===== config.mk =====
export PLATFORM = sky130hd
export DESIGN_NAME = key_pulse_gen
export DESIGN_NICKNAME = d
export VERILOG_FILES = /design/src/rtl/key_pulse_gen_pkg.sv /design/src/rtl/key_pulse_gen_ch.sv /design/src/rtl/key_pulse_gen.sv
export SDC_FILE = /design/constraint.sdc
export NUM_CORES = 1
export LEC_CHECK = 0
export CORE_MARGIN = 2
export CORE_UTILIZATION = 45
export CTS_CLUSTER_SIZE = 14
export DETAILED_ROUTE_END_ITERATION = 8
export PLACE_DENSITY = 0.73
export SYNTH_ARGS = -nofsm -noshare
export SYNTH_HDL_FRONTEND = slang
export SYNTH_HIERARCHICAL = 1
export SYNTH_SLANG_ARGS = --single-unit

===== constraint.sdc =====
create_clock -name pixel_clk -period 6.2 [get_ports pixel_clk]
set_clock_uncertainty 0.05 [all_clocks]
set_input_delay 1.24 -clock pixel_clk [delete_from_list [all_inputs] [get_ports pixel_clk]]
set_output_delay 1.24 -clock pixel_clk [all_outputs]
set_load 0.03 [all_outputs]

===== src/rtl/key_pulse_gen_pkg.sv =====
// Shared key-bus definitions for the menu/game key front end.
// Bit indices, 25 MHz timing defaults and the repeat FSM state type.
package key_pulse_gen_pkg;

  localparam int NUM_KEYS = 6;

  localparam int KEY_DIFF_DN = 0;
  localparam int KEY_DIFF_UP = 1;
  localparam int KEY_LEFT    = 2;
  localparam int KEY_RIGHT   = 3;
  localparam int KEY_START   = 4;
  localparam int KEY_EXIT    = 5;

  // 20 ms, 500 ms and 100 ms at 25 MHz
  localparam int DEF_DEBOUNCE_CYCLES = 500000;
  localparam int DEF_REPEAT_DELAY    = 12500000;
  localparam int DEF_REPEAT_PERIOD   = 2500000;

  localparam logic [NUM_KEYS-1:0] DEF_REPEAT_MASK = 6'b001111;

  typedef enum logic [1:0] {
    RPT_IDLE,
    RPT_DELAY,
    RPT_REPEAT
  } rpt_state_t;

  function automatic int max_int(input int a, input int b);
    return (a > b) ? a : b;
  endfunction

endpackage


===== src/rtl/key_pulse_gen_ch.sv =====
// One key channel: 2-flop synchroniser, debounce and auto-repeat FSM.
// Emits a registered one-cycle pulse per accepted press and per repeat.
module key_pulse_ch
  import key_pulse_gen_pkg::*;
#(
  parameter int DEBOUNCE_CYCLES = DEF_DEBOUNCE_CYCLES,
  parameter int REPEAT_DELAY    = DEF_REPEAT_DELAY,
  parameter int REPEAT_PERIOD   = DEF_REPEAT_PERIOD,
  parameter bit REPEAT_EN       = 1'b0
) (
  input  logic pixel_clk,
  input  logic sys_rst_n,
  input  logic key_raw_n,
  output logic key,
  output logic key_held
);

  localparam int DW = $clog2(DEBOUNCE_CYCLES);
  localparam int RW =
    $clog2(max_int(REPEAT_DELAY, REPEAT_PERIOD));

  localparam logic [DW-1:0] DB_LAST =
    DW'(DEBOUNCE_CYCLES - 1);
  localparam logic [RW-1:0] RD_LAST =
    RW'(REPEAT_DELAY - 1);
  localparam logic [RW-1:0] RP_LAST =
    RW'(REPEAT_PERIOD - 1);

  logic          sync1;
  logic          sync_n;
  logic [DW-1:0] cnt;
  logic [DW-1:0] cnt_d;
  logic          held_d;
  logic          key_d;
  logic [RW-1:0] rcnt;
  logic [RW-1:0] rcnt_d;
  logic          pressed;
  logic          press;
  rpt_state_t    state;
  rpt_state_t    state_d;

  always_ff @(posedge pixel_clk or negedge sys_rst_n) begin
    if (!sys_rst_n) begin
      sync1    <= 1'b1;
      sync_n   <= 1'b1;
      cnt      <= '0;
      key_held <= 1'b0;
      key      <= 1'b0;
      state    <= RPT_IDLE;
      rcnt     <= '0;
    end else begin
      sync1    <= key_raw_n;
      sync_n   <= sync1;
      cnt      <= cnt_d;
      key_held <= held_d;
      key      <= key_d;
      state    <= state_d;
      rcnt     <= rcnt_d;
    end
  end

  assign pressed = ~sync_n;

  always_comb begin
    cnt_d  = '0;
    held_d = key_held;
    if (pressed != key_held) begin
      if (cnt == DB_LAST) begin
        held_d = pressed;
      end else begin
        cnt_d = cnt + DW'(1);
      end
    end
  end

  assign press = held_d & ~key_held;

  always_comb begin
    state_d = state;
    rcnt_d  = rcnt;
    key_d   = press;
    if (REPEAT_EN) begin
      unique case (state)
        RPT_IDLE: begin
          if (press) begin
            state_d = RPT_DELAY;
            rcnt_d  = '0;
          end
        end
        RPT_DELAY: begin
          if (rcnt == RD_LAST) begin
            key_d   = 1'b1;
            rcnt_d  = '0;
            state_d = RPT_REPEAT;
          end else begin
            rcnt_d = rcnt + RW'(1);
          end
        end
        RPT_REPEAT: begin
          if (rcnt == RP_LAST) begin
            key_d  = 1'b1;
            rcnt_d = '0;
          end else begin
            rcnt_d = rcnt + RW'(1);
          end
        end
        default: begin
          state_d = RPT_IDLE;
          rcnt_d  = '0;
        end
      endcase
      // a release accepted this edge wins over a due repeat
      if (!held_d) begin
        state_d = RPT_IDLE;
        rcnt_d  = '0;
        key_d   = 1'b0;
      end
    end
  end

endmodule


===== src/rtl/key_pulse_gen.sv =====
// Key interface front end: six debounced, pulse-per-press channels
// driving the menu/game state machine key bus.
module key_pulse_gen
  import key_pulse_gen_pkg::*;
#(
  parameter int DEBOUNCE_CYCLES = DEF_DEBOUNCE_CYCLES,
  parameter int REPEAT_DELAY    = DEF_REPEAT_DELAY,
  parameter int REPEAT_PERIOD   = DEF_REPEAT_PERIOD,
  parameter logic [NUM_KEYS-1:0] REPEAT_MASK = DEF_REPEAT_MASK
) (
  input  logic                pixel_clk,
  input  logic                sys_rst_n,
  input  logic [NUM_KEYS-1:0] key_raw_n,
  output logic [NUM_KEYS-1:0] key,
  output logic [NUM_KEYS-1:0] key_held
);

  for (genvar i = 0; i < NUM_KEYS; i++) begin : g_ch
    key_pulse_ch #(
      .DEBOUNCE_CYCLES(DEBOUNCE_CYCLES),
      .REPEAT_DELAY   (REPEAT_DELAY),
      .REPEAT_PERIOD  (REPEAT_PERIOD),
      .REPEAT_EN      (REPEAT_MASK[i])
    ) u_ch (
      .pixel_clk(pixel_clk),
      .sys_rst_n(sys_rst_n),
      .key_raw_n(key_raw_n[i]),
      .key      (key[i]),
      .key_held (key_held[i])
    );
  end

endmodule

Word-level counts from Yosys, hierarchy flattened
Index checks and enable logic that the tools add are counted.
- register bits after elaboration: 242
- bits in latches: 0
- memory bits (writable): 0
- memory bits (read-only): 0
- output and inout bits: 12
- logic and storage cells: 190
- memories: 0
- $add $sub $neg: 10
- multiply operators: 0
- divide/modulo/power cells: 0
- order comparisons: 0
- equality and inequality tests: 40
- shift operators: 0
- muxes and demuxes: 76
- bitwise logic cells: 18
- reductions and logical operators: 8
- operator list (operator ; count):
    $mux W24 ; 16
    $pmux W24 S3 ; 4
    $mux W19 ; 12
    $add A19 B1 Y19 const B ; 6
    $eq A19 B19 Y1 const B ; 6
    $add A24 B1 Y24 const B ; 4
    $eq A24 B22 Y1 const B ; 4
    $eq A24 B24 Y1 const B ; 4
    $mux W1 ; 24
    $mux W2 ; 12
    $ne A3 B3 Y1 const B ; 8
    $pmux W2 S3 ; 4
    $not A1 Y1 ; 12
    $reduce_and A3 Y1 ; 4
    $eq A2 B1 Y1 const B ; 4
    $eq A2 B2 Y1 const B ; 4
    $logic_not A2 Y1 ; 4
    $ne A2 B2 Y1 const B ; 4
    $pmux W1 S2 ; 4
    $and A1 B1 Y1 ; 6
    $ne A1 B1 Y1 ; 6

Longest topological paths before layout
- depth after elaboration: 7
- depth in mapped cells: 8

Hierarchy
The synthesis kept the hierarchy.
- by module, submodules not included (module ; times used ; cells each ; area an instance (um^2)):
    key_pulse_ch (g_ch[0].u_ch ...) ; 4 ; 278 ; 2740.1
    key_pulse_ch (g_ch[4].u_ch ...) ; 2 ; 111 ; 1113.6

Worst setup path before layout
Ideal clock, no wire load.
- kind: reg2reg
- start: register g_ch[0].u_ch.cnt[6]
- end: register g_ch[0].u_ch.rcnt[14]
- library setup time: 0.101 ns
- arrival time: 2.430 ns
- required time: 6.049 ns
- setup slack: 3.620 ns
- cell stages (with the launch flop): 7
- buffers on the path: 0
- clock period less this slack: 2.580 ns
- cells stage by stage: dfrtp_1 > or4b_1 > or4_4 > nor4b_4 > a2bb2oi_4 > nand2_4 > o311ai_2
- cells in the longest elaborated chain, start to end: 5
- elaborated cells on any way between the ends: 6
- classes of those cells: 2 x eq/ne; 3 x mux; 1 x bitwise
- RTL lines (element ; line ; RTL):
    start: declaration ; key_pulse_gen_ch.sv:31 ; logic [DW-1:0] cnt;
    start signal: assignment ; key_pulse_gen_ch.sv:54 ; cnt <= cnt_d;
    $eq A19 B19 Y1 * ; key_pulse_gen_ch.sv:68 ; if (cnt == DB_LAST) begin
    $mux W1 * ; key_pulse_gen_ch.sv:68 ;
    $mux W1 * ; key_pulse_gen_ch.sv:67 ; if (pressed != key_held) begin
    $and A1 B1 Y1 ; key_pulse_gen_ch.sv:76 ; assign press = held_d & ~key_held;
    $ne A3 B3 Y1 (no source line) ; -- ;
    end signal: assignment ; key_pulse_gen_ch.sv:58 ; rcnt <= rcnt_d;
    end: declaration ; key_pulse_gen_ch.sv:35 ; logic [RW-1:0] rcnt;
Mark *: on every way between the ends. The rest lies on a longest branch, timed or not.
A chain may end at the register's enable or synchronous reset.

Worst setup path in the final report
- start: register g_ch[2].u_ch.key_held
- end: output key_held[2]
- RTL lines (element ; line ; RTL):
    start: declaration ; key_pulse_gen_ch.sv:15 ; output logic key_held
    start signal: assignment ; key_pulse_gen_ch.sv:55 ; key_held <= held_d;
    end: declaration ; key_pulse_gen.sv:15 ; output logic [NUM_KEYS-1:0] key_held
No word-level cell between the ends.

==> results by stage <==
GRT:
- The first global-routing pass estimated 46.8 mm of wire.
- The initial antenna violation count is 0.
- The total global routing track utilization is 17.6%.
- The largest net degree at the start of global routing is 144.
- The total overflow left after global routing is 0.
- The number of global-route vias before repair is 10071.

Logic synthesis:
- For this run, the leading register cell type out of synthesis is dfrtp_1.
- The gate count of the mapped netlist is 1334.
- Measured against the total synthesized area, the mux share comes to 1.40%.
- The share of the Yosys chip area taken by registers is 46.0%.
- The synthesized netlist occupies a cell area of 13200 sq um.
- The number of nets produced by synthesis is 1368.
- Averaged over all synthesized cells, the footprint is 9.89 sq um.
- Synthesis inferred 242 register bits.
- In this run, distinct cell masters in the synthesized netlist total 52.
- After synthesis, the cell types taking the most area are dfrtp_1, nor2_1, nand3_1.
- Yosys printed 6 warnings.
- The cell with the most instances after synthesis is dfrtp_1.
- The synthesized netlist devotes 14.1% of its cell area to compound gates.
- The library cell occupying the most area in the post-synthesis netlist is dfrtp_1.
- The synthesized-area fraction occupied by xor and xnor cells is 6.38%.
- In this run the biggest area consumer among cell types represents 43.6% of the synthesized area.
- The largest family of logic cells by synthesized area is simple AND/OR/NAND/NOR gates.
- The number of flops mapped to enable cells by yosys is 0.
- Summing the areas of all fa, ha and maj instances in the mapped netlist gives 2.47% of the synthesized area.
- For this run, asynchronously set or reset flops after synthesis account for 100%.
- The synthesized-area fraction occupied by and/or/nand/nor cells is 26.7%.
- Ranked by instance count, the synthesized netlist is headed by dfrtp_1, nor2_1, nand2_1.

Clock tree:
- For the worst-skew pair, the clock arrives at the later sink with an insertion delay of 0.53 ns.
- The clock tree from TritonCTS is built.
- The number of clock buffers added by TritonCTS is 27.
- The clock transition at the registers of the reported paths is 0.06 ns.
- The longest clock path from root to sink contains 3 buffers.
- The count of instances resized after the clock tree is built is 0.
- The root buffer cell chosen for the clock tree is clkbuf_16.
- The level count of the clock H-tree is 1.
- Counting every sink on the clock net gives 242.
- In this run, post-CTS hold repair placed 0 buffers.
- The post-CTS setup buffer count is 0.

Floorplanning:
- In this run the core area contains 62 standard-cell rows.
- 20 I/O pins were placed.
- The vertical die dimension is 175 um.
- The initial cell density of the core is 45.8%.
- The full die area is 30700 sq um.
- The floorplan step set the die width to 175 um.
- The core region is 28800 sq um.

Place:
- The number of placed cells counting well taps is 1708.
- The congestion estimate from routability-driven global placement came to 0.852.
- The count of buffers added on input and output ports is 19.
- After legalization and detailed placement, the total HPWL measured 17.4 mm.

Detailed routing:
- The routed wire length is 26.3 mm.
- The total number of vias is 9998.
- The DRC violation count after routing is 0.
- The first detailed-routing pass took 5 iterations.
- The detail-routed via count per cell is 5.69.
- In the final routed layout, each cell accounts on average for 15.0 um.
- The post-detailed-route count of antenna-violating nets is 0.
- The number of DRC markers after the initial detailed-route iteration is 747.

Critical path:
- The number of buffers and inverters on the critical path is 1.
- For the worst setup path, the data required time is 4.91 ns.
- Setup slack on the worst reg-to-reg path comes out at 3.17 ns.
- The kind of launch point of the worst setup path is a flop.
- STA classifies the critical path endpoint as an output pin.
- The kind of cell adding the most delay to the critical path is buffers and inverters.
- The signal on the critical path passes through clkdlybuf4s50_1.
- The largest single stage delay on the critical path is 0.73 ns.
- The highest-delay cell along the critical path is clkdlybuf4s50_1.
- The setup path with the least slack is of type flop to output pin.
- The highest net fanout along the worst path is 6.
- Data arrives at the worst endpoint at 1.75 ns.

Finish:
- Cells with a size suffix above 1 make up 12.4% of the layout.
- Once layout is complete, the cells apart from fillers number 1756.
- The antenna diode count is 0.
- The net count of the finished layout is 1387.
- Relative to the synthesized area, the layout overhead comes to 10.3%.
- The filler cells instantiated in the layout total 2579.

Timing:
- Setup repair after global routing left no endpoint under its margin.
- After routing, the total negative slack on setup checks comes to 0 ns.
- The transition time at the pin with the least slew margin is 1.09 ns.
- The number of hold-slack violations in the final timing report was 0.
- The highest attainable clock frequency is 329 MHz.
- The number of setup violations in the final report is 0.
- The count of final max-slew check failures is 0.
- The post-route clock period utilization is 49.1%.
- The routed design could run at a clock period as short as 3.04 ns.
- The worst relative slew slack is 26.5%.

Outcome:
- The flow ran to the end, and the final reports show no timing, DRC or antenna violations.

Power and ir drop:
- Dividing total power by cell area gives a power density of 221 nW/um^2.
- Summed over all cells, the static leakage comes to 6.03 nW.
- The maximum ir drop on the vdd rail is 195 uV.

Min path:
- The worst hold path belongs to the class flop to flop.

Flow run:
- The tool flagged a number of max-cap violations equal to 0.
cell usage in the layout (no fill, tap or decap), types with 8 or more instances in the layout:
master and instances:
a21o_2 32, xor2_1 40, and2_1 12, nand3_1 108, nor3_1 40, nand4_1 52
o22ai_1 12, clkdlybuf4s50_1 18, ha_1 26, a21oi_1 30, o311ai_2 24, nand2_1 120
clkinv_2 8, or3_1 10, nor4b_1 8, xnor2_1 56, mux2i_1 14, clkbuf_16 27
dfrtp_1 230, and3_1 22, o21ai_0 46, a22o_1 52, and3_2 12, dfstp_2 12
nor2_1 182, nor4bb_1 10, nor4_1 22, or4b_1 8, inv_1 42
kinds of logic (layout without fill, tap and decap cells):
group | after synthesis | after routing
adder cells (fa/ha/maj) | 26 | 26
AO/OA/AOI/OAI | 216 | 216
buffers and inverters | 76 | 114
AND/OR/NAND/NOR | 660 | 660
multiplexers | 18 | 18
flip-flops | 242 | 242
XOR/XNOR | 96 | 96
final cells by class:
cell class,instances,area [sq um],area share (%)
well taps,384,480,3.30
repair buffers,24,245,1.69
clock buffers,39,781,5.37
multi-input cells,1016,6740,46.3
clock inverters,9,70.1,0.482
inverters,42,158,1.08
flip-flops and latches,242,6070,41.7
per-stage QoR:
step | util (%) | cell area, sq um | power, W | setup WS [ns] | hold slack (ns)
6_report | 50.5 | 14500 | 0.00321 | 3.16 | 0.305
5_1_grt | 50.5 | 14500 | 0.00333 | 3.04 | 0.309
4_1_cts | 50.5 | 14500 | 0.00325 | 3.14 | 0.307
3_5_place_dp | 47.6 | 13700 | 0.00171 | 3.21 | 0.298
3_3_place_gp | 47.6 | 13700 | 0.00171 | 3.27 | 0.297
2_1_floorplan | - | 13200 | 0.00167 | 3.62 | 0.295
state kept, by name (all words and copies together), names as in the netlist:
register            flops
g_ch.u_ch/key           6
g_ch.u_ch/cnt         114
g_ch.u_ch/sync_n        6
g_ch.u_ch/key_held      6
g_ch.u_ch/sync1         6
g_ch.u_ch/state         8
g_ch.u_ch/rcnt         96
where the power goes:
group	internal (W)	switching, W	total [W]
combinational	0.0000173	0.0000505	0.0000678
clock	0.000908	0.000619	0.00153
sequential	0.00160	0.0000155	0.00161
total	0.00252	0.000685	0.00321
metal layers:
| metal | part of all wire, % | track usage [%] | wire length [um] | vias to the layer above |
|---|---|---|---|---|
| met2 | 47 | 29.2 | 12500 | 171 |
| met4 | 1.6 | 4.51 | 417 | 0 |
| met1 | 47 | 24.3 | 12400 | 4925 |
| met3 | 3.7 | 2.57 | 978 | 34 |
| met5 | 0 | 0 | 0 | - |
| li1 | - | - | - | 4868 |
worst paths after layout:
| check | startpoint | to | depth (start not counted) |
|---|---|---|---|
| setup / recovery | g_ch[2].u_ch/key_held | key_held[2] | 1 |
| hold / removal | g_ch[5].u_ch/sync1 | g_ch[5].u_ch/sync_n | 0 |
| setup reg to reg | g_ch[1].u_ch/cnt[6] | g_ch[1].u_ch/rcnt[22] | 6 |
| hold reg to reg | g_ch[5].u_ch/sync1 | g_ch[5].u_ch/sync_n | 0 |
| max in group asynchronous | sys_rst_n | g_ch[3].u_ch/cnt[1] | 2 |
| min in group asynchronous | sys_rst_n | g_ch[4].u_ch/cnt[14] | 1 |
Note: power is estimated with default switching activity, not from simulation.
